==> src/rtl/mod_counter.sv <==
// mod_counter: parametrised up/down modulo counter with enable prescaler,
// parallel load with clamping, synchronous clear, wrap/saturate mode and
// boundary-event flags (one-cycle pulse plus sticky).
module mod_counter #(
    parameter int unsigned     WIDTH    = 4,
    parameter longint unsigned MODULUS  = 16,
    parameter int unsigned     SATURATE = 0,
    parameter int unsigned     PRESCALE = 1
) (
    input  logic             clock,
    input  logic             reset,
    input  logic             enable,
    input  logic             up_down,
    input  logic             load,
    input  logic [WIDTH-1:0] load_value,
    input  logic             clear,
    output logic [WIDTH-1:0] counter_out,
    output logic             limit,
    output logic             limit_sticky
);

    localparam int unsigned     PW       = (PRESCALE > 1) ? $clog2(PRESCALE) : 1;
    // MODULUS may equal 2^WIDTH, so bound comparisons use one extra bit
    localparam logic [WIDTH:0]  MOD_EXT  = (WIDTH+1)'(MODULUS);
    localparam logic [WIDTH:0]  MAX_EXT  = (WIDTH+1)'(MODULUS - 1);
    localparam logic [WIDTH-1:0] MAX_W   = WIDTH'(MODULUS - 1);
    localparam logic [PW-1:0]   PRE_LAST = PW'(PRESCALE - 1);

    logic [PW-1:0]    presc;
    logic [PW-1:0]    presc_next;
    logic             step;
    logic             bound_hit;
    logic [WIDTH-1:0] count_next;
    logic [WIDTH-1:0] load_clamped;

    // Prescaler advance, step value with boundary handling, load clamping
    always_comb begin
        step       = enable && (presc == PRE_LAST);
        presc_next = presc;
        if (enable) begin
            presc_next = step ? '0 : presc + 1'b1;
        end

        bound_hit  = 1'b0;
        count_next = counter_out;
        if (up_down) begin
            if ({1'b0, counter_out} >= MAX_EXT) begin
                bound_hit  = 1'b1;
                count_next = (SATURATE != 0) ? MAX_W : '0;
            end else begin
                count_next = counter_out + 1'b1;
            end
        end else begin
            if (counter_out == '0) begin
                bound_hit  = 1'b1;
                count_next = (SATURATE != 0) ? '0 : MAX_W;
            end else begin
                count_next = counter_out - 1'b1;
            end
        end

        load_clamped = load_value;
        if ({1'b0, load_value} >= MOD_EXT) begin
            load_clamped = MAX_W;
        end
    end

    // State update: reset > clear > load > step > hold
    always_ff @(posedge clock) begin
        if (reset || clear) begin
            counter_out  <= '0;
            presc        <= '0;
            limit        <= 1'b0;
            limit_sticky <= 1'b0;
        end else if (load) begin
            counter_out  <= load_clamped;
            presc        <= '0;
            limit        <= 1'b0;
        end else if (step) begin
            counter_out  <= count_next;
            presc        <= presc_next;
            limit        <= bound_hit;
            limit_sticky <= limit_sticky | bound_hit;
        end else begin
            presc        <= presc_next;
            limit        <= 1'b0;
        end
    end

endmodule

==> config.mk <==
export PLATFORM = sky130hd
export DESIGN_NAME = mod_counter
export DESIGN_NICKNAME = d
export VERILOG_FILES = /design/src/rtl/mod_counter.sv
export SDC_FILE = /design/constraint.sdc
export NUM_CORES = 1
export LEC_CHECK = 0
export ABC_CLOCK_PERIOD_IN_PS = 3000
export CORE_AREA = 10 10 47 49
export DETAILED_ROUTE_END_ITERATION = 12
export DIE_AREA = 0 0 57 59
export GPL_TIMING_DRIVEN = 0
export RECOVER_POWER = 50
export SETUP_SLACK_MARGIN = 0.4
export SYNTH_ARGS = -nofsm -noshare
export SYNTH_HDL_FRONTEND = slang
export SYNTH_SLANG_ARGS = --single-unit
==> constraint.sdc <==
create_clock -name clock -period 3 [get_ports clock]
set_input_delay 0.75 -clock clock [delete_from_list [all_inputs] [get_ports clock]]
set_output_delay 0.75 -clock clock [all_outputs]
set_load 0.01 [all_outputs]
== Yosys cells after proc, flatten, opt, wreduce, memory -nomap -nowiden ==
Cells that the tools add are included.
Cells by class
  $add $sub $neg: 3
  $lt $le $gt $ge: 1
  mux-type cells: 9
  bitwise operators: 4
  reductions and logical operators: 7
Operators by type and width (count)
  2-to-1 mux 4 bit: 5
  adder 4 x 1 -> 4 bit (second input constant): 1
  greater-or-equal comparator 4 bit (second input constant): 1
  zero test 4 bit: 1
  2-to-1 mux 1 bit: 4
  subtractor 4 x 1 -> 4 bit (second input constant): 1
  NOT 1 bit: 3
  OR reduction 3 bit: 1
  AND reduction 2 bit: 1
  nonzero test 2 bit: 1
  OR reduction 2 bit: 1
  adder 1 bit (second input constant): 1
  logical AND 1 bit: 1
  logical OR 1 bit: 1
  OR 1 bit: 1
Word-level totals
  register bits: 7
  output and inout port bits: 6

== Longest topological paths before layout ==
Gate-level depths: netlist of run 1.
  word-level depth: 5
  mapped depth: 6

== Worst setup path after synthesis of run 1 ==
Ideal clock, no wire load.
  path type: input -> register
  start: in up_down
  end: reg limit_sticky
  library setup time: 0.058 ns
  data arrival time: 1.645 ns
  setup slack: 1.297 ns
  stages: 5
  cells stage by stage: buf_2 or3b_4 o21a_1 nor3_2 o21a_1
Between the ends
  longest elaborated chain between the ends: 2
RTL lines
  from (decl): line 13  | input logic up_down,
  2-to-1 mux 1 bit: line 46  | if (up_down) begin
  OR 1 bit: line 83  | limit_sticky <= limit_sticky | bound_hit;
  to (signal assigned): line 83
  to (decl): line 19  | output logic limit_sticky
Every way passes these cells.
A chain may end at the register's enable or synchronous reset.

== Worst setup path after layout of run 1 ==
  start: reg counter_out[0]
  end: out counter_out[0]
RTL lines
  from (decl): line 17  | output logic [WIDTH-1:0] counter_out,
  from (signal assigned): line 76  | counter_out <= load_clamped;
  from (signal assigned): line 80  | counter_out <= count_next;
No word-level cell between the ends.

==> out/metrics.cfg, run 1 <==
[logic_synthesis]
synth-xor-area-share_pct=3.79
synthSimpleGateAreaFrac_pct=23.3
ys_warn_count=0
synth_fa_ha_area_share_pct=5.42
syn_area_sq_um=462
yosysSeqAreaShare_pct=30.4
ys_ff_latch=7
ys_top_cells_by_count=dfxtp_1, nor2_1, a31oi_1, inv_1
synthCells=58
syn_area_per_cell_sq_um=7.96
synth_edf_count=0
synth_cell_type_count=30
synth_ff_type=dfxtp_1
syn_nets=70
synth-compound-area-share_pct=24.1
ys_async_sr_fraction_pct=0
muxShareOfSynthArea_pct=2.17
yosys.cell_count.top_type=dfxtp_1
post-synth-top-area-fraction_pct=30.4
synthTopCellsByArea=dfxtp_1, a31oi_1, ha_1
yosys.area.top_type=dfxtp_1
synth_top_family_by_area=compound AO/OA/AOI/OAI gates

[floorplan]
die_h_um=59
start_util_pct=32.9
rows=14
die_x_um=57
core_sq_um=1400
die_area_sq_um=3360
pin_count=16

[critical_path]
r2r-start=counter_out[0]$_SDFFE_PP0P_
crit_buf_inv=1
critPathArrivalTime_ns=1.35
path_cells=clkdlybuf4s50_1
cp_data_required_time_ns=2.25
crit_path_top_delay_cell=clkdlybuf4s50_1
critical_path.top_delay_family=buffers and inverters
rr_endpoint=counter_out[1]$_SDFFE_PP0P_
ff2ff_setup_slack_ns=1.40
max_stage_delay_ns=0.60
reg2regPathDepth=6
cp-start-kind=flop
crit_fanout=9
path_class=reg2out
cp.depth=1
cp-end-kind=output pin

[detailed_routing]
wl_per_cell_um=12.5
via_per_inst=5.10
finalWirelength_mm=1.13
dr.pass1.iters=3
first_iter_violations=10
postRouteAntennaNets=0
drc=0
vias=464

[sta]
hold_ws_ns=0.478
period_share_pct=69.9
hold_violations=0
fin_ws_ns=0.904
max_slew.worst_pin.slew_ns=0.381
setup_viol_count_final=0
slew_headroom_pct=74.6
fin_skew_ns=0.000457
grt_setup_unrepaired=false
max_freq_mhz=477
tns_ns=0
post-route-min-period_ns=2.10
drv_slew=0

[min_path]
hp-start=limit_sticky$_SDFFE_PP0N_
hold_path_class=reg2reg
holdPathStages=1
holdPathEnd=limit_sticky$_SDFFE_PP0N_

[finish]
diodes=0
nFillCells=158
final_nets=88
area_growth_pct=36.3
seq_area_sq_um=140
multiInputGateArea_sq_um=267
layout-drive-gt1-share_pct=10.7

[placed_design]
dp_slack_ns=0.997
io_buffers=13
hpwlAfterDp_um=903
gp_congestion=0.710

[clock_tree]
ctsResizeCount=0
clk_transition_reported_paths_ns=0.06
h-tree-depth=1
clk_latency_ns=0.26
clock-root-buffer=clkbuf_4
ctsHoldBuffers=0
cts.sinks=7
cts_max_path_buffers=2
cts_buffers=3
post_cts_buffers=0
cts_tree=yes

[global_routing]
gr-total-overflow=0
first_global_vias=492
grt_usage_pct=7.20
grt_pass1_wl_mm=2.01
antenna_found_initial=0
grt_max_degree=10

[power_and_ir_drop]
powerDensity_nw_per_um2=391
cellLeakagePower_nw=0.249
ir_drop_uv=210

[job]
cap_viol_max_count=0

[run_status]
status=complete, no violations

## power by group
part | switching, mW | internal (mW)
Clock | 0.0392 | 0.0511
Combinational | 0.0250 | 0.0305
Sequential | 0.00403 | 0.0964
## placed cells by master (no fill, tap or decap), drive strengths merged
| master | synthesis | final |
|---|---|---|
| a211oi | 1 | 1 |
| dlygate4sd3 | 0 | 2 |
| a21oi | 3 | 3 |
| xor2 | 1 | 1 |
| o21a | 2 | 2 |
| nand3 | 2 | 2 |
| xnor2 | 1 | 1 |
| inv | 4 | 4 |
| ha | 2 | 2 |
| nand2 | 3 | 3 |
| o21ai | 3 | 3 |
| or3b | 1 | 1 |
| a2111oi | 1 | 1 |
| nor3b | 1 | 1 |
| a31oi | 4 | 4 |
| or3 | 1 | 1 |
| o21ba | 1 | 1 |
| clkdlybuf4s50 | 0 | 11 |
| clkbuf | 1 | 6 |
| buf | 4 | 3 |
| a21o | 1 | 1 |
| nand2b | 2 | 2 |
| nor3 | 3 | 3 |
| mux2i | 1 | 1 |
| o31ai | 1 | 1 |
| nand4 | 1 | 1 |
| dfxtp | 7 | 7 |
| nor2 | 6 | 6 |
## routing by layer
layer / part of all wire, % / wire (um) / vias up / track usage [%]
li1: - / - / 240 / -
met1: 44 / 503 / 207 / 8.15
met2: 47 / 531 / 15 / 11.5
met3: 7.8 / 88 / 2 / 3.00
met4: 0.88 / 10 / 0 / 3.36
met5: 0 / 0 / - / 0
## state kept, by name, indices dropped and copies added (netlist names)
name / flops
limit: 1
limit_sticky: 1
counter_out: 4
presc: 1
## kinds of logic (layout without fill, tap and decap cells)
logic type	count (synthesis)	count (layout)
AND/OR/NAND/NOR	20	20
buffers and inverters	9	26
flip-flops	7	7
adder cells (fa/ha/maj)	2	2
multiplexers	1	1
XOR/XNOR	2	2
AO/OA/AOI/OAI	17	17
## area by class of cell
| cell class | count | share of cell area [%] |
|---|---|---|
| Buffer | 5 | 4.97 |
| Multi-Input combinational cell | 42 | 42.3 |
| Sequential cell | 7 | 22.3 |
| Clock buffer | 4 | 4.17 |
| Timing Repair Buffer | 13 | 20.7 |
| Tap cell | 16 | 3.18 |
| Inverter | 4 | 2.39 |
## worst max-delay path by stage
| stage | startpoint | endpoint | slack, ns |
|---|---|---|---|
| 2_1_floorplan | up_down | limit_sticky$_SDFFE_PP0N_ | 1.30 |
| 3_3_place_gp | enable | counter_out[1]$_SDFFE_PP0P_ | 1.01 |
| 3_5_place_dp | enable | counter_out[1]$_SDFFE_PP0P_ | 1.0 |
| 4_1_cts | counter_out[0]$_SDFFE_PP0P_ | counter_out[0] | 0.89 |
| 5_1_grt | counter_out[0]$_SDFFE_PP0P_ | counter_out[0] | 0.85 |
| 6_report | counter_out[0]$_SDFFE_PP0P_ | counter_out[0] | 0.90 |
## through the flow
step | area [sq um] | cells | power [mW] | util, %
after global routing | 629 | 91 | 0.264 | 44.9
after detailed placement | 612 | 87 | 0.160 | 43.7
final | 629 | 91 | 0.246 | 44.9
after global placement | 612 | 87 | 0.159 | 43.7
after floorplan | 462 | 58 | 0.137 | -
after CTS | 638 | 91 | 0.251 | 45.5
Power figures use the tool's default switching activity.
==> run 2, diff against run 1 <==
ABC_CLOCK_PERIOD_IN_PS = 1900   (was 3000)
PLACE_DENSITY = 0.66   (was default)
clock period = 1.9 ns   (was 3 ns; I/O delays follow)
==> out/metrics.cfg, run 2 (synthesis gave the netlist of run 1 again) <==
[sta]
max_freq_mhz=692
fin_skew_ns=0.00482  ; +0.00437 ns
slew_headroom_pct=79.2  ; +4.6 points
hold_violations=0  ; unchanged
grt_setup_unrepaired=false
period_share_pct=76.0
max_slew.worst_pin.slew_ns=0.311  ; -0.0695 ns
drv_slew=0  ; unchanged
setup_viol_count_final=0  ; unchanged
post-route-min-period_ns=1.44
tns_ns=0  ; unchanged
fin_ws_ns=0.455  ; -0.449 ns

[finish]
multiInputGateArea_sq_um=290  ; +8.9%
seq_area_sq_um=144  ; +2.7%
largest_register_ffs=4  ; unchanged
nFillCells=154  ; -2.5%
area_growth_pct=44.7
largest_register=counter_out
layout_common_cells=nor2_1, dfxtp_1, clkdlybuf4s50_1, dlygate4sd2_1
final_nets=90  ; +2.3%
layout-drive-gt1-share_pct=22.1  ; +11 points
diodes=0  ; unchanged

[floorplan]
rows=14  ; unchanged
die_x_um=57  ; unchanged
start_util_pct=32.9  ; unchanged
pin_count=16  ; unchanged
die_h_um=59  ; unchanged
core_sq_um=1400  ; unchanged
die_area_sq_um=3360  ; unchanged

[power_and_ir_drop]
powerDensity_nw_per_um2=584  ; +49%
ir_drop_uv=309  ; +47%
cellLeakagePower_nw=0.292  ; +17%

[critical_path]
critical_path.top_delay_family=buffers and inverters
cp-end-kind=flop
crit_fanout=3  ; -6
worstSetupStartpoint=reset
path_class=in2reg
crit_path_top_delay_cell=dlygate4sd3_1
cp-start-kind=primary input
path_cells=dlygate4sd3_1 > or3_1 > nor3b_1
r2r-start=counter_out[1]$_SDFFE_PP0P_
critPathArrivalTime_ns=1.61  ; +0.26 ns
crit_buf_inv=1  ; unchanged
max_stage_delay_ns=0.57  ; -0.03 ns
cp_data_required_time_ns=2.07  ; -0.18 ns

[min_path]
hold_path_class=reg2reg
hp-start=limit_sticky$_SDFFE_PP0N_

[clock_tree]
ctsHoldBuffers=0  ; unchanged
h-tree-depth=1  ; unchanged
cts_max_path_buffers=2  ; unchanged
clk_latency_ns=0.25  ; about the same
clock-root-buffer=clkbuf_4
cts_buffers=3  ; unchanged
cts_tree=yes
clk_transition_reported_paths_ns=0.05  ; about the same
cts.sinks=7  ; unchanged

[detailed_routing]
first_iter_violations=3  ; -7
drc=0  ; unchanged
finalWirelength_mm=1.09  ; -4.0%
dr.pass1.iters=4  ; +1
wl_per_cell_um=11.7  ; -6.0%
vias=467  ; +0.65%
postRouteAntennaNets=0  ; unchanged
via_per_inst=5.02  ; -1.5%

[global_routing]
grt_usage_pct=5.71  ; -1.5 points
antenna_found_initial=0  ; unchanged
grt_pass1_wl_mm=1.62  ; -19%
grt_max_degree=10  ; unchanged
gr-total-overflow=0  ; unchanged
first_global_vias=424  ; -14%

[run_status]
status=complete, no violations

[placed_design]
hpwlAfterDp_um=822  ; -9.0%
dp_slack_ns=0.177  ; -0.819 ns
io_buffers=13  ; unchanged
gp_congestion=0.761  ; +7.2%

[job]
cap_viol_max_count=0  ; unchanged

## run 2: area by class of cell
| type | instances | area share (%) |
|---|---|---|
| multi-input combinational | 42 | 43.4 |
| sequential | 7 | 21.5 |
| timing repair buffer | 15 | 20.6 |
| buffer | 5 | 5.24 |
| clock buffer | 4 | 3.93 |
| tap | 16 | 3.00 |
| inverter | 4 | 2.25 |
## run 2: what timing repair did
item	in CTS	in global routing
gates resized for setup	8	8
pin swaps	0	1
setup endpoints to repair	9	4
buffers inserted	0	2
## run 2: power breakdown
| group | switching (mW) | total, mW | internal, mW |
|---|---|---|---|
| Sequential | 0.00548 | 0.157 | 0.152 |
| Clock | 0.0562 | 0.136 | 0.0802 |
| Combinational | 0.0444 | 0.0964 | 0.0519 |
## run 2: worst paths after layout
path / slack [ns] / cells past startpoint / end
min reg2reg: 0.46 / 1 / limit_sticky$_SDFFE_PP0N_
max: 0.46 / 3 / presc$_SDFFE_PP0P_
min: 0.46 / 1 / limit_sticky$_SDFFE_PP0N_
max reg2reg: 0.49 / 6 / limit_sticky$_SDFFE_PP0N_
## run 2: layer usage
layer / part of all wire (%) / track usage (%) / up-vias / routed length (um)
li1: - / - / 244 / -
met1: 44 / 5.48 / 213 / 482
met5: 0 / 0 / - / 0
met2: 49 / 10.4 / 10 / 538
met4: 0 / 2.01 / 0 / 0
met3: 6.2 / 2.79 / 0 / 67
## run 2: stage by stage
stage	utilization [%]	hold slack, ns	instances	instance area, sq um	total power [mW]
final	47.7	0.461	93	668	0.390
after global routing	47.7	0.486	93	668	0.419
after CTS	45.2	0.466	91	633	0.389
after detailed placement	43.7	0.458	87	612	0.252
after global placement	43.7	0.453	87	612	0.251
after floorplan	-	0.448	58	462	0.217
